**config.mk**
```make
export PLATFORM = sky130hd
export DESIGN_NAME = rtc_calendar_core
export DESIGN_NICKNAME = d
export VERILOG_FILES = /design/src/rtl/rtc_calendar_core.sv
export SDC_FILE = /design/constraint.sdc
export NUM_CORES = 1
export LEC_CHECK = 0
export ABC_AREA = 1
export CAP_MARGIN = 5
export CORE_MARGIN = 1.5
export CORE_UTILIZATION = 55
export CTS_CLUSTER_SIZE = 10
export DETAILED_ROUTE_END_ITERATION = 16
export PLACE_DENSITY = 0.83
export SETUP_SLACK_MARGIN = 0.1
export SLEW_MARGIN = 0
export SYNTH_ARGS = -nofsm -noshare
export SYNTH_HDL_FRONTEND = slang
export SYNTH_SLANG_ARGS = --single-unit
```
**constraint.sdc**
```tcl
create_clock -name clk -period 4.1 [get_ports clk]
set_input_delay 0.82 -clock clk [delete_from_list [all_inputs] [get_ports clk]]
set_output_delay 0.82 -clock clk [all_outputs]
set_load 0.01 [all_outputs]
```
**src/rtl/rtc_calendar_core.sv**
```systemverilog
// rtc_calendar_core: binary hh:mm:ss + dd/mm/yy (2000-2099) clock/calendar
// with debounced mode/inc/dec keys and an optional hh:mm alarm compare.
module rtc_calendar_core #(
    parameter int TICK_DIV     = 32768,
    parameter int DEBOUNCE_DIV = 328,
    parameter int DEBOUNCE_LEN = 4,
    parameter int ALARM_EN     = 1
) (
    input  logic       clk,
    input  logic       rst_n,
    input  logic       key_mode_n,
    input  logic       key_inc_n,
    input  logic       key_dec_n,
    input  logic       alarm_arm,
    output logic [5:0] second,
    output logic [5:0] minute,
    output logic [4:0] hour,
    output logic [4:0] day,
    output logic [3:0] month,
    output logic [6:0] year,
    output logic [4:0] alarm_hour,
    output logic [5:0] alarm_minute,
    output logic [2:0] status,
    output logic       running,
    output logic       sec_pulse,
    output logic       alarm_hit
);
    localparam int PW = (TICK_DIV > 1) ? $clog2(TICK_DIV) : 1;
    localparam int DW = (DEBOUNCE_DIV > 1) ? $clog2(DEBOUNCE_DIV) : 1;
    localparam int HL = DEBOUNCE_LEN / 2;
    localparam logic [DEBOUNCE_LEN-1:0] PRESS_PAT = {{HL{1'b1}}, {HL{1'b0}}};

    typedef enum logic [2:0] {
        S_RUN, S_HOUR, S_MIN, S_YEAR, S_MONTH, S_DAY, S_AHOUR, S_AMIN
    } state_t;

    function automatic logic [4:0] dim_f(input logic [3:0] m, input logic [6:0] y);
        unique case (m)
            4'd4, 4'd6, 4'd9, 4'd11: return 5'd30;
            4'd2:                    return (y[1:0] == 2'd0) ? 5'd29 : 5'd28;
            default:                 return 5'd31;
        endcase
    endfunction

    function automatic logic [6:0] wrap_step(input logic [6:0] v, input logic [6:0] lo,
                                             input logic [6:0] hi, input logic up);
        if (up) return (v == hi) ? lo : v + 7'd1;
        else    return (v == lo) ? hi : v - 7'd1;
    endfunction

    logic [PW-1:0] presc_q, presc_d;
    logic [DW-1:0] dbc_q, dbc_d;
    logic [2:0][DEBOUNCE_LEN-1:0] key_q;
    state_t state_q, state_d;
    logic [5:0] sec_q, sec_d, min_q, min_d, amin_q, amin_d;
    logic [4:0] hour_q, hour_d, day_q, day_d, ahour_q, ahour_d;
    logic [3:0] month_q, month_d;
    logic [6:0] year_q, year_d;
    logic edited_q, edited_d, sec_pulse_q, sec_pulse_d, hit_q, hit_d;

    logic [2:0] raw, ev;
    logic strobe, tick, ev_inc, ev_dec, edit;
    logic [4:0] dim_cur;
    state_t last_set;

    assign raw      = {key_dec_n, key_inc_n, key_mode_n};
    assign strobe   = (dbc_q == DW'(DEBOUNCE_DIV - 1));
    assign tick     = (presc_q == PW'(TICK_DIV - 1)) && (state_q == S_RUN);
    assign ev[0]    = strobe && (key_q[0] == PRESS_PAT);
    assign ev[1]    = strobe && (key_q[1] == PRESS_PAT);
    assign ev[2]    = strobe && (key_q[2] == PRESS_PAT);
    assign ev_inc   = ev[1] && !ev[0];
    assign ev_dec   = ev[2] && !ev[0];
    assign edit     = ev_inc ^ ev_dec;
    assign dim_cur  = dim_f(month_q, year_q);
    assign last_set = (ALARM_EN != 0) ? S_AMIN : S_DAY;

    always_comb begin
        presc_d     = (presc_q == PW'(TICK_DIV - 1)) ? '0 : presc_q + PW'(1);
        dbc_d       = strobe ? '0 : dbc_q + DW'(1);
        state_d     = state_q;
        sec_d       = sec_q;
        min_d       = min_q;
        hour_d      = hour_q;
        day_d       = day_q;
        month_d     = month_q;
        year_d      = year_q;
        ahour_d     = ahour_q;
        amin_d      = amin_q;
        edited_d    = edited_q;
        sec_pulse_d = tick;
        hit_d       = 1'b0;
        // Full carry chain resolves within one edge
        if (tick) begin
            sec_d = sec_q + 6'd1;
            if (sec_q == 6'd59) begin
                sec_d = 6'd0;
                min_d = min_q + 6'd1;
                if (min_q == 6'd59) begin
                    min_d  = 6'd0;
                    hour_d = hour_q + 5'd1;
                    if (hour_q == 5'd23) begin
                        hour_d = 5'd0;
                        day_d  = day_q + 5'd1;
                        if (day_q == dim_cur) begin
                            day_d   = 5'd1;
                            month_d = month_q + 4'd1;
                            if (month_q == 4'd12) begin
                                month_d = 4'd1;
                                year_d  = (year_q == 7'd99) ? 7'd0 : year_q + 7'd1;
                            end
                        end
                    end
                end
            end
            hit_d = (ALARM_EN != 0) && alarm_arm && (sec_d == 6'd0) &&
                    (min_d == amin_q) && (hour_d == ahour_q);
        end
        if (ev[0]) begin
            if (state_q == last_set) begin
                state_d = S_RUN;
                if (edited_q) begin
                    sec_d    = 6'd0;
                    presc_d  = '0;
                    edited_d = 1'b0;
                end
            end else begin
                state_d = state_t'(state_q + 3'd1);
            end
        end else if (edit) begin
            unique case (state_q)
                S_HOUR: begin
                    hour_d   = 5'(wrap_step(7'(hour_q), 7'd0, 7'd23, ev_inc));
                    edited_d = 1'b1;
                end
                S_MIN: begin
                    min_d    = 6'(wrap_step(7'(min_q), 7'd0, 7'd59, ev_inc));
                    edited_d = 1'b1;
                end
                S_YEAR: begin
                    year_d   = wrap_step(year_q, 7'd0, 7'd99, ev_inc);
                    edited_d = 1'b1;
                end
                S_MONTH: begin
                    month_d  = 4'(wrap_step(7'(month_q), 7'd1, 7'd12, ev_inc));
                    edited_d = 1'b1;
                end
                S_DAY: begin
                    day_d    = 5'(wrap_step(7'(day_q), 7'd1, 7'(dim_cur), ev_inc));
                    edited_d = 1'b1;
                end
                S_AHOUR: if (ALARM_EN != 0)
                    ahour_d = 5'(wrap_step(7'(ahour_q), 7'd0, 7'd23, ev_inc));
                S_AMIN: if (ALARM_EN != 0)
                    amin_d = 6'(wrap_step(7'(amin_q), 7'd0, 7'd59, ev_inc));
                default: ;
            endcase
        end
        // A month/year edit may leave day past the new month end
        if (day_q > dim_cur) day_d = dim_cur;
    end

    always_ff @(posedge clk or negedge rst_n) begin
        if (!rst_n) begin
            presc_q     <= '0;
            dbc_q       <= '0;
            key_q       <= '1;
            state_q     <= S_RUN;
            sec_q       <= 6'd0;
            min_q       <= 6'd0;
            hour_q      <= 5'd0;
            day_q       <= 5'd1;
            month_q     <= 4'd1;
            year_q      <= 7'd0;
            ahour_q     <= 5'd0;
            amin_q      <= 6'd0;
            edited_q    <= 1'b0;
            sec_pulse_q <= 1'b0;
            hit_q       <= 1'b0;
        end else begin
            presc_q     <= presc_d;
            dbc_q       <= dbc_d;
            for (int i = 0; i < 3; i++)
                if (strobe) key_q[i] <= {key_q[i][DEBOUNCE_LEN-2:0], raw[i]};
            state_q     <= state_d;
            sec_q       <= sec_d;
            min_q       <= min_d;
            hour_q      <= hour_d;
            day_q       <= day_d;
            month_q     <= month_d;
            year_q      <= year_d;
            ahour_q     <= ahour_d;
            amin_q      <= amin_d;
            edited_q    <= edited_d;
            sec_pulse_q <= sec_pulse_d;
            hit_q       <= hit_d;
        end
    end

    assign second       = sec_q;
    assign minute       = min_q;
    assign hour         = hour_q;
    assign day          = day_q;
    assign month        = month_q;
    assign year         = year_q;
    assign alarm_hour   = ahour_q;
    assign alarm_minute = amin_q;
    assign status       = state_q;
    assign running      = (state_q == S_RUN);
    assign sec_pulse    = sec_pulse_q;
    assign alarm_hit    = hit_q;
endmodule
```
==> flow_summary.json <==
{
  "final_antenna_net_count": 0,
  "synth_cell_types": 43,
  "synth-simple-area-share_pct": 34.8,
  "via_count": 6450,
  "period_minus_slack_ps": 2680,
  "hold_class": "reg2reg",
  "synth_top_family_by_area": "simple AND/OR/NAND/NOR gates",
  "yosysMostFrequentCell": "nand2_1",
  "htreeDepth": 3,
  "n_antenna_cell": 0,
  "drt-pass1-iter-count": 7,
  "gp_congestion": 0.915,
  "num_rows": 39,
  "p_leak_nw": 3.68,
  "worstHoldStart": "dbc_q[0]",
  "muxShareOfSynthArea_pct": 0,
  "hold_violations": 0,
  "post-route-drc-count": 0,
  "critical_path.cell_chain": "inv_1 -> ha_1 -> nand2_1 -> inv_1 -> clkdlybuf4s50_1",
  "overflow": 0,
  "synth_fp_nets": 995,
  "yosysWarnings": 0,
  "fin_crit_sh_pct": 65.5,
  "timing.rr.end": "year[1]",
  "grt_pass1_wl_mm": 27.5,
  "slowest_stage": "clkdlybuf4s50_1",
  "start_util_pct": 57.3,
  "grt_use_total_pct": 26.7,
  "synth_edf_count": 0,
  "dp_cells": 1134,
  "synthCells": 957,
  "port_buffers": 55,
  "synthAdderAreaFrac_pct": 6.02,
  "root_buffer": "clkbuf_16",
  "clock_tree.buffer_depth": 2,
  "worst_setup_path_start_kind": "register",
  "p_per_area_nw_per_um2": 230,
  "crit_type": "reg2out",
  "clkTransAtPathRegs_ps": 60,
  "routed_via_density": 5.61,
  "area_growth_syn_to_layout_pct": 13.5,
  "die_y_um": 113,
  "core-area_um2": 11600,
  "antenna_found_initial": 0,
  "ios": 56,
  "post_cts_resized": 0,
  "dpl.hpwl_mm": 11.5,
  "finalInstanceArea_um2": 7550,
  "clk-insertion-delay-late_ps": 350,
  "rsz0062_at_grt": "no",
  "avgSynthCellArea_um2": 6.95,
  "holdPathStages": 1,
  "synthArstFlopShare_pct": 100,
  "syn-cell-area_um2": 6650,
  "max_freq_mhz": 373,
  "yosysTopAreaCell": "dfrtp_1",
  "finalSetupTns_ps": 0,
  "peakVddDrop_mv": 0.157,
  "reg2reg_from": "month[0]",
  "critPathMaxFanout": 5,
  "cpPeakStageDelay_ps": 530,
  "rrSetupSlack_ps": 1480,
  "fin_cells": 1150,
  "cp_data_required_time_ps": 3280,
  "cts_buffers": 9,
  "clock_skew_ps": 4.75,
  "synth_compound_area_share_pct": 12.5,
  "synthFlopType": "dfrtp_1",
  "synth_xor_xnor_area_share_pct": 4.21,
  "first_iter_violations": 507,
  "synth-seq-cells": 86,
  "synth_common_cells": "nand2_1, inv_1, nand3_1",
  "finalMaxSlewViolations": 0,
  "outcome": "complete, no violations",
  "seq_area_frac_synth_pct": 32.6,
  "finalNetCount": 1040,
  "grt_max_degree": 75,
  "drv_cap": 0,
  "cts.sinks": 86,
  "synth.area.top_cells": "dfrtp_1, nand2_1, nand3_1, inv_1, o21ai_0",
  "ff2ff_path_depth": 14,
  "yosysTopAreaCellShare_pct": 27.1,
  "min_to": "dbc_q[0]",
  "end_kind": "primary output",
  "drive_above_1_share_pct": 7.85,
  "die_x_um": 113,
  "cts_setup_buffers": 0,
  "worst_ep_arrival_time_ps": 1860,
  "routed_wl_mm": 16.2,
  "wl_per_cell_um": 14.1,
  "maxSlewHeadroom_pct": 36.0,
  "cts_tree": "yes",
  "hold_buffers": 0,
  "worst_slew_pin_slew_ps": 960,
  "placed_area_um2": 7240,
  "setup_viol": 0,
  "grt_pass1_vias": 5955,
  "die_area_um2": 12800,
  "path_common_cell": "inv_1"
}
==> placed cells by master, fill, tap and decap left out, types with 4 or more instances in the layout <==
cell type / Yosys / layout
nor2_1: 81 / 81
nand3b_1: 5 / 5
nor2_4: 6 / 6
clkbuf_16: 0 / 9
xor2_1: 27 / 27
inv_2: 5 / 5
a21oi_1: 28 / 28
nand2_1: 251 / 251
nand3_2: 5 / 5
nor3_1: 15 / 15
nor2_2: 5 / 5
o21ai_0: 88 / 88
o31ai_1: 7 / 7
a211oi_1: 4 / 4
dfrtp_1: 72 / 72
inv_1: 122 / 122
o21ai_1: 7 / 7
nand3_1: 95 / 95
nand2_2: 5 / 5
nand2_4: 4 / 4
xnor2_1: 5 / 5
buf_4: 5 / 4
dfstp_2: 14 / 14
nand4_1: 16 / 16
ha_1: 32 / 32
or2_2: 5 / 5
o211ai_1: 9 / 9
clkdlybuf4s50_1: 0 / 54
==> layer usage <==
layer / up-vias / part of all wire, % / global-route usage [%] / routed length, um
met4: 0 / 2.1 / 10.1 / 335
met5: - / 0 / 0 / 0
met2: 257 / 48 / 45.1 / 7790
met1: 2955 / 43 / 34.9 / 7010
met3: 32 / 6.6 / 3.75 / 1070
li1: 3206 / - / - / -
==> worst max-delay path, delay by kind of cell (launching register included) <==
kind,cells,cell delay (ps)
buf+inv,3,770
fa+ha+maj,1,190
simple gates,1,130
flops,1,430
==> area by class of cell <==
| cell class | instances | area (um^2) |
|---|---|---|
| clock inverter | 4 | 55.1 |
| inverter | 129 | 488 |
| clock buffer | 12 | 256 |
| timing repair buffer | 58 | 571 |
| sequential | 86 | 2170 |
| tap | 143 | 179 |
| multi-input combinational | 718 | 3830 |
| fill | 1020 | 4060 |
==> power by group <==
group	internal [mW]	switching (mW)	total [mW]
sequential	0.849	0	0.849
combinational	0.00510	0.0171	0.0222
clock	0.508	0.355	0.863
total	1.36	0.372	1.73
==> how the worst max path moves through the flow <==
stage	start	to	slack, ps
6_report	status[0]	running	1420
5_1_grt	month[0]	year[3]	1230
4_1_cts	status[0]	running	1400
3_5_place_dp	month[0]	year[1]	1490
3_3_place_gp	month[0]	year[1]	1590
2_1_floorplan	month[0]	year[1]	1700
==> cell families (layout without fill, tap and decap cells) <==
family | after synthesis | in the layout
compound gates | 151 | 151
simple gates | 503 | 503
fa+ha+maj | 32 | 32
flops | 86 | 86
buf+inv | 153 | 203
xor+xnor | 32 | 32
==> through the flow <==
step | power (mW) | hold WS, ps | setup WS [ps] | util (%)
global route | 1.79 | 509 | 1230 | 65.0
CTS | 1.75 | 473 | 1400 | 65.0
floorplan | 0.865 | 431 | 1700 | -
finish | 1.73 | 463 | 1420 | 65.0
global placement | 0.888 | 443 | 1590 | 62.3
detailed placement | 0.888 | 464 | 1490 | 62.3
==> sequential cells by signal, indices dropped and copies added, names as in the netlist <==
signal and count:
alarm_hour 5, day 5, status 3, dbc_q 9
year 7, month 4, second 6, edited_q 1
hour 5, sec_pulse 1, alarm_minute 6, minute 6
presc_q 15, alarm_hit 1, key_q 12
Note: power is estimated with default switching activity, not from simulation.
